## src/rtl/trig_cascade_pkg.sv

```systemverilog
// Shared definitions for the multi-channel trigger cascade: source-mode codes,
// channel FSM encoding and the per-channel source selection function.
package trig_cascade_pkg;

    localparam logic [1:0] SRC_LOCAL  = 2'd0;
    localparam logic [1:0] SRC_MASTER = 2'd1;
    localparam logic [1:0] SRC_OR     = 2'd2;
    localparam logic [1:0] SRC_AND    = 2'd3;

    typedef enum logic [1:0] {
        ST_IDLE  = 2'd0,
        ST_DELAY = 2'd1,
        ST_PULSE = 2'd2
    } chan_state_e;

    function automatic logic src_select(
        input logic [1:0] mode,
        input logic       loc,
        input logic       mst
    );
        logic sel;
        case (mode)
            SRC_LOCAL:  sel = loc;
            SRC_MASTER: sel = mst;
            SRC_OR:     sel = loc | mst;
            default:    sel = loc & mst;
        endcase
        return sel;
    endfunction

endpackage

```

## src/rtl/trig_cascade_chan.sv

```systemverilog
// One trigger channel: registered source mux, rising-edge detect, delay/pulse
// FSM with a shared down-counter, and a sticky overrun flag.
module trig_cascade_chan
    import trig_cascade_pkg::*;
#(
    parameter int DLY_W = 16,
    parameter int PW_W  = 8
) (
    input  logic             clk,
    input  logic             rst,
    input  logic             i_en,
    input  logic [1:0]       i_mode,
    input  logic [DLY_W-1:0] i_delay,
    input  logic [PW_W-1:0]  i_width,
    input  logic             i_ovr_clr,
    input  logic             i_trig_loc,
    input  logic             i_trig_mst,
    output logic             o_trig,
    output logic             o_busy,
    output logic             o_ovr
);

    // One counter serves both phases, so it must hold the wider of the two.
    localparam int CNT_W = (DLY_W > PW_W) ? DLY_W : PW_W;

    logic             r_src_q;
    logic             r_src_d;
    logic             w_src_sel;
    logic             w_rise;
    chan_state_e      r_state;
    chan_state_e      w_state_next;
    logic [CNT_W-1:0] r_cnt;
    logic [CNT_W-1:0] w_cnt_next;
    logic [PW_W-1:0]  r_wid;
    logic [PW_W-1:0]  w_wid_next;
    logic [PW_W-1:0]  w_wid_eff;
    logic             r_trig;
    logic             r_busy;
    logic             r_ovr;
    logic             w_ovr_next;

    assign w_src_sel = src_select(i_mode, i_trig_loc, i_trig_mst);
    assign w_rise    = r_src_q & ~r_src_d;
    assign w_wid_eff = (i_width == '0) ? PW_W'(1) : i_width;

    always_comb begin
        w_state_next = r_state;
        w_cnt_next   = r_cnt;
        w_wid_next   = r_wid;
        case (r_state)
            ST_IDLE: begin
                if (w_rise && i_en) begin
                    w_wid_next = w_wid_eff;
                    if (i_delay == '0) begin
                        w_state_next = ST_PULSE;
                        w_cnt_next   = CNT_W'(w_wid_eff) - CNT_W'(1);
                    end else begin
                        w_state_next = ST_DELAY;
                        w_cnt_next   = CNT_W'(i_delay) - CNT_W'(1);
                    end
                end
            end
            ST_DELAY: begin
                if (r_cnt == '0) begin
                    w_state_next = ST_PULSE;
                    w_cnt_next   = CNT_W'(r_wid) - CNT_W'(1);
                end else begin
                    w_cnt_next = r_cnt - CNT_W'(1);
                end
            end
            ST_PULSE: begin
                if (r_cnt == '0) begin
                    w_state_next = ST_IDLE;
                end else begin
                    w_cnt_next = r_cnt - CNT_W'(1);
                end
            end
            default: begin
                w_state_next = ST_IDLE;
                w_cnt_next   = '0;
            end
        endcase
        // Disable overrides everything, including a pulse in flight.
        if (!i_en) begin
            w_state_next = ST_IDLE;
            w_cnt_next   = '0;
        end
    end

    // A new edge while busy sets the flag; the set beats a same-cycle clear.
    always_comb begin
        w_ovr_next = r_ovr;
        if (w_rise && (r_state != ST_IDLE)) begin
            w_ovr_next = 1'b1;
        end else if (i_ovr_clr) begin
            w_ovr_next = 1'b0;
        end
    end

    always_ff @(posedge clk) begin
        if (rst) begin
            r_src_q <= 1'b0;
            r_src_d <= 1'b0;
            r_state <= ST_IDLE;
            r_cnt   <= '0;
            r_wid   <= '0;
            r_trig  <= 1'b0;
            r_busy  <= 1'b0;
            r_ovr   <= 1'b0;
        end else begin
            r_src_q <= w_src_sel;
            r_src_d <= r_src_q;
            r_state <= w_state_next;
            r_cnt   <= w_cnt_next;
            r_wid   <= w_wid_next;
            r_trig  <= (w_state_next == ST_PULSE);
            r_busy  <= (w_state_next != ST_IDLE);
            r_ovr   <= w_ovr_next;
        end
    end

    assign o_trig = r_trig;
    assign o_busy = r_busy;
    assign o_ovr  = r_ovr;

endmodule

```

## src/rtl/trigger_cascade_mc.sv

```systemverilog
// Multi-channel trigger cascade top: slices the packed register vectors into
// N_CH independent channels. Define TRIG_CASCADE_SYNC_EN to add a 2-flop
// synchroniser on trigger_from_master (master paths gain 2 cycles of latency).
module trigger_cascade_mc
    import trig_cascade_pkg::*;
#(
    parameter int N_CH  = 4,
    parameter int DLY_W = 16,
    parameter int PW_W  = 8
) (
    input  logic                  clk,
    input  logic                  rst,
    input  logic [N_CH-1:0]       reg_ch_en,
    input  logic [2*N_CH-1:0]     reg_src_mode,
    input  logic [DLY_W*N_CH-1:0] reg_delay,
    input  logic [PW_W*N_CH-1:0]  reg_width,
    input  logic [N_CH-1:0]       reg_ovr_clr,
    input  logic [N_CH-1:0]       trigger_i,
    input  logic [N_CH-1:0]       trigger_from_master,
    output logic [N_CH-1:0]       trigger_c,
    output logic [N_CH-1:0]       trigger_to_slave,
    output logic [N_CH-1:0]       busy,
    output logic [N_CH-1:0]       ovr_flag
);

    logic [N_CH-1:0] w_mst;
    logic [N_CH-1:0] w_trig;
    logic [N_CH-1:0] w_busy;
    logic [N_CH-1:0] w_ovr;

`ifdef TRIG_CASCADE_SYNC_EN
    logic [N_CH-1:0] r_mst_meta;
    logic [N_CH-1:0] r_mst_sync;

    always_ff @(posedge clk) begin
        if (rst) begin
            r_mst_meta <= '0;
            r_mst_sync <= '0;
        end else begin
            r_mst_meta <= trigger_from_master;
            r_mst_sync <= r_mst_meta;
        end
    end

    assign w_mst = r_mst_sync;
`else
    assign w_mst = trigger_from_master;
`endif

    for (genvar gi = 0; gi < N_CH; gi++) begin : g_chan
        trig_cascade_chan #(
            .DLY_W (DLY_W),
            .PW_W  (PW_W)
        ) u_chan (
            .clk        (clk),
            .rst        (rst),
            .i_en       (reg_ch_en[gi]),
            .i_mode     (reg_src_mode[2*gi +: 2]),
            .i_delay    (reg_delay[DLY_W*gi +: DLY_W]),
            .i_width    (reg_width[PW_W*gi +: PW_W]),
            .i_ovr_clr  (reg_ovr_clr[gi]),
            .i_trig_loc (trigger_i[gi]),
            .i_trig_mst (w_mst[gi]),
            .o_trig     (w_trig[gi]),
            .o_busy     (w_busy[gi]),
            .o_ovr      (w_ovr[gi])
        );
    end

    assign trigger_c        = w_trig;
    assign trigger_to_slave = w_trig;
    assign busy             = w_busy;
    assign ovr_flag         = w_ovr;

endmodule
```

## config.mk

```make
export PLATFORM = sky130hd
export DESIGN_NAME = trigger_cascade_mc
export DESIGN_NICKNAME = d
export VERILOG_FILES = /design/src/rtl/trig_cascade_pkg.sv /design/src/rtl/trig_cascade_chan.sv /design/src/rtl/trigger_cascade_mc.sv
export SDC_FILE = /design/constraint.sdc
export NUM_CORES = 1
export LEC_CHECK = 0
export BUFFER_PORTS_ARGS = -buffer_cell sky130_fd_sc_hd__buf_2
export CORE_MARGIN = 3
export CORE_UTILIZATION = 53
export DETAILED_ROUTE_END_ITERATION = 10
export HOLD_SLACK_MARGIN = 0.15
export PLACE_DENSITY = 0.77
export SETUP_SLACK_MARGIN = 0.1
export SYNTH_ARGS = -nofsm -noshare
export SYNTH_HDL_FRONTEND = slang
export SYNTH_SLANG_ARGS = --single-unit
```

## constraint.sdc

```tcl
create_clock -name clk -period 2.55 [get_ports clk]
set_input_delay 0.255 -clock clk [delete_from_list [all_inputs] [get_ports clk]]
set_output_delay 0.255 -clock clk [all_outputs]
set_load 0.03 [all_outputs]
```

# Word-level counts from Yosys, hierarchy flattened
# Index checks and enable logic that the tools add are counted.
# totals
regBits	124
in_bits	122
output_inout_bits	16
# op_classes
n_addsub	16
n_eq_ne	28
muxes	60
n_bitwise	20
reduce_logical	52
# ops
operator	n
two-way mux 16 bit	16
case mux 16 bit (3 select lines)	4
logical NOT 16 bit	8
subtractor 16 x 1 -> 16 bit, second input constant	8
subtractor 8 x 1 -> 9 bit, second input constant	8
two-way mux 2 bit	20
logical NOT 8 bit	4
two-way mux 8 bit	4
== test 2 bit, second input constant	12
case mux 2 bit (3 select lines)	4
nonzero test 2 bit	12
== test 2 x 1 -> 1 bit, second input constant	8
logical NOT 2 bit	8
AND reduction 2 bit	8
case mux 1 bit (3 select lines)	4
AND 1 bit	8
logical AND 1 bit	8
two-way mux 1 bit	8
!= test 2 x 1 -> 1 bit, second input constant	4
!= test 2 bit, second input constant	4
NOT 1 bit	8
OR reduction 2 bit	4
OR 1 bit	4

# Logic depth before layout (Yosys ltp)
# depth
word_depth	7
mapped_depth	12
depth_no_buf	9

# Hierarchy
# A second synthesis with hierarchy kept.
# hier_totals
hier_cells	1351
area_unflattened_um2	9809.4
# by_module_without_submodules
mod	instances	cells_per_inst	area_per_inst_um2	seq_area_each_um2
trig_cascade_chan at g_chan[0].u_chan ...	2	333	2409.8	620.6
trig_cascade_chan at g_chan[3].u_chan	1	353	2547.4	620.6
trig_cascade_chan at g_chan[2].u_chan	1	328	2412.3	620.6
trigger_cascade_mc	1	4	30.0	0.0

# Worst setup path after synthesis
# No wires, ideal clock.
# synth_path
path_type	register -> register
from	register g_chan[2].u_chan.r_cnt[0]
to	register g_chan[2].u_chan.r_cnt[5]
setup_time_ns	0.060
arrival_ns	2.440
setup_slack_ns	0.049
stages_incl_launch_ff	10
n_path_buf	1
synth_period_minus_slack_ns	2.501
path_cell_list	dfxtp_1 inv_1 ha_1 or4b_4 or3_1 or3_1 buf_2 o32a_1 o21ai_1 a32o_1
# synth_between
elab_chain_cells	3
# synth_lines
element	line	source
start, declared	trig_cascade_chan.sv:32	logic [CNT_W-1:0] r_cnt;
start signal, assigned	trig_cascade_chan.sv:114	r_cnt <= w_cnt_next;
subtractor 16 x 1 -> 16 bit / logical NOT 16 bit (equally long branches)	--	
two-way mux 16 bit (tied with other cells)	trig_cascade_chan.sv:72	if (r_cnt == '0) begin
case mux 16 bit (3 select lines) / AND reduction 2 bit (equally long branches)	--	
# Parallel ways exist; a longest one is shown, timed or not. The select of a mux whose other input is x is not followed.
# A chain may end at the register's enable or synchronous reset.

# Worst setup path in the final report
# layout_path
from	register g_chan[2].u_chan.r_cnt[1]
to	register g_chan[2].u_chan.r_cnt[5]
# Same word-level chain as after synthesis.

==> metrics <==
status finished, final reports clean; cts bufs inserted 17; Seq pwr share 31.1%; top cells by area, synth dfxtp_1, nand2_1, nor2_1, xnor2_1, o21ai_0; initial core utilization 54.7%; Sink Count ~120; post-route worst setup slack 0.123 ns; sequential-to-total area share from yosys stat between 20% and 30%; cells after synthesis 1320; synthesized area 0.00992 mm²; placed cell area roughly 0.011 mm²; vias in the first global route 10120; Main synth FF type dfxtp_1; Distinct cells, synth 87; Relative slew margins 47.1%; crit path launch type flop; Mean Syn Cell Area between 7 and 8 µm²; clk root buf clkbuf_16; Hold Path Class in -> reg; # diodes 0; setup violators final 0; Sw Pwr approximately 2.4 mW; Clk pwr share 36.3%; antenna violations before repair 0; hpwl dp around 23000 µm; drt via density 6.36; Tightest Pin Transition between 0.7 and 0.8 ns; IO Count between 100 and 150; Comb power frac around 33%; share of layout cells above drive strength 1 approximately a fifth; total global routing overflow 0; nets ~1700; FMAX slightly above 400 MHz; VDD IR max between 0.0005 and 0.0006 V; most numerous cell in the Yosys netlist nand2_1; post-route DRC violation count 0; skew final around 0.013 ns; ys async rst share 0%; max-slew violation count 0; synth cell count leaders nand2_1, dfxtp_1, nor2_1; post-route ant nets 0; Placement Setup Slack -0.0455 ns; # port buffers roughly 140; area grow syn2layout 24.8%; core area roughly 0.018 mm²; Worst-path clk slew ~0.07 ns; row cnt 49; H-tree lvl count 4; DRT iter0 DRCs roughly 1300; vias after detailed routing between 10000 and 15000; clk_lat worst skew about 0.42 ns; Sequential Area ~0.0025 mm²; chip height 143 µm; top-area cell type share of the netlist area 25.0%; fill count about 1400; area leader, netlist dfxtp_1; Tcrit/Tclk final a little over nine tenths; RSZ-0062 raised after global routing true; Static Leakage 5.07 nW; area occupied by multi-input gates ~0.0070 mm²; syn_nets around 1500; largest net degree at the start of global routing 24; GRT Resource Usage Total between 20% and 30%; Internal Power about 4.4 mW; Critical Path Fanout Max 8; endpoint class of the critical path flop; critical path required time about 2.9 ns; PD cells 554 mW/mm²; Worst Setup Path Type reg -> reg; cell area after layout ~0.012 mm²; Final Hold Viols 0; maximum clock insertion buffer count 2; worst reg2reg path depth 8; yosys warns 0; Layout Utilization about two thirds; drt total wl around 31000 µm; synthesized flop and latch total 124; wire per inst between 15 and 20 µm; max-cap viol count 0; die width approximately 140 µm; EDFF count, synth 0; WHS Path Cells 4; Pre-Repair DR Iteration Count 7; Sw Ratio 35.3%; Die ar. approximately 0.020 mm²; first-pass GRT wire length between 40000 and 50000 µm; GP Congestion 0.967; hold_ws 0.166 ns; Final min period between 2 and 2.5 ns; crit path DAT approximately 2.8 ns; CTS tree yes
==> area by class of cell <==
type                            count  share of cell area, %
Multi-Input combinational cell   1080                   56.7
Sequential cell                   124                   20.1
Timing Repair Buffer              274                   14.6
Clock buffer                       17                   3.44
Tap cell                          229                   2.31
Inverter                           48                   1.50
Clock inverter                     15                   1.42
==> per-stage QoR <==
stage	setup TNS, ns	power [mW]	instances
3_5_place_dp	-0.0455	4.24	1717
4_1_cts	0	6.75	1779
5_1_grt	0	7.16	1787
6_report	0	6.86	1787
3_3_place_gp	0	4.20	1717
2_1_floorplan	0	3.55	1320
==> power groups by stage <==
stage / Combinational (mW) / Sequential, mW / Clock [mW]
after floorplan: 1.42 / 2.14 / 0
after CTS: 2.13 / 2.13 / 2.49
after global routing: 2.43 / 2.14 / 2.59
after global placement: 2.04 / 2.16 / 0
after detailed placement: 2.07 / 2.17 / 0
final: 2.24 / 2.13 / 2.49
==> path summary, 6_finish.rpt <==
kind / startpoint / endpoint / slack, ns
worst max-delay path: g_chan[2].u_chan.r_cnt[1] / g_chan[2].u_chan.r_cnt[5] / 0.12
worst min-delay path: reg_ovr_clr[1] / g_chan[1].u_chan.o_ovr / 0.17
worst max register to register: g_chan[2].u_chan.r_cnt[1] / g_chan[2].u_chan.r_cnt[5] / 0.12
worst min register to register: g_chan[3].u_chan.r_src_q / g_chan[3].u_chan.r_src_d / 0.47
==> metal layers <==
layer / GRT usage (%) / wire length, µm / vias up
li1: - / - / 5430
met1: 39.0 / 13300 / 5239
met2: 47.9 / 14400 / 599
met3: 5.22 / 2470 / 101
met4: 8.85 / 848 / 0
met5: 0 / 0 / -
==> critical path, stage by stage, from the launching register on <==
cell and delay (ns):
dfxtp_2 0.34, inv_2 0.06, ha_4 0.11, or4b_4 0.46, or3_4 0.40, or3_4 0.45
o32a_1 0.31, o21ai_1 0.08, a32o_1 0.15
==> cells by family after synthesis <==
family	count (synthesis)	share of synthesized area, %
flops	124	25.0
compound gates	396	27.4
simple gates	540	28.3
fa+ha+maj	22	2.77
xor+xnor	87	7.68
buf+inv	116	5.27
mux	35	3.54
==> sequential cells by signal (all words and copies together) (netlist names) <==
name                   count
g_chan.u_chan.o_busy       4
g_chan.u_chan.o_ovr        4
g_chan.u_chan.o_trig       4
g_chan.u_chan.r_cnt       64
g_chan.u_chan.r_src_d      4
g_chan.u_chan.r_src_q      4
g_chan.u_chan.r_state      8
g_chan.u_chan.r_wid       32
==> repair_timing <==
action | 4_1_cts | 5_1_grt
hold buffers | 30 | 0
endpoints found under the setup margin | 6 | 31
gates resized for setup | 3 | 23
hold endpoints to repair | 25 | 0
buffers inserted | 0 | 8
pin swaps | 0 | 12
==> cell usage in the layout, fill, tap and decap left out, types with 11 or more instances in the layout <==
master         netlist  routed
a31oi_1             22      21
o31ai_1             20      20
a22o_1              14      14
mux2i_1             34      34
dfxtp_1            124     123
nand2_1            132     131
o221ai_1            16      16
clkbuf_16            0      17
buf_4               16     106
or4_1               24      24
inv_1               47      45
a21oi_1             76      75
a211oi_1            20      20
and2_1              11      11
o22ai_1             15      14
o21ai_0             79      78
dlygate4sd3_1        0      30
nor4_1              38      37
nor2_1             121     121
xnor2_1             48      48
buf_2                4     137
xor2_1              39      39
nand2b_1            14      13
nand4_1             12      12
nand3_1             33      33
nor3_1              48      47
ha_1                22      21
nor2b_1             23      23
or3_1               17      15
o211ai_1            27      27
No activity file was read; power rests on OpenSTA's default activity.
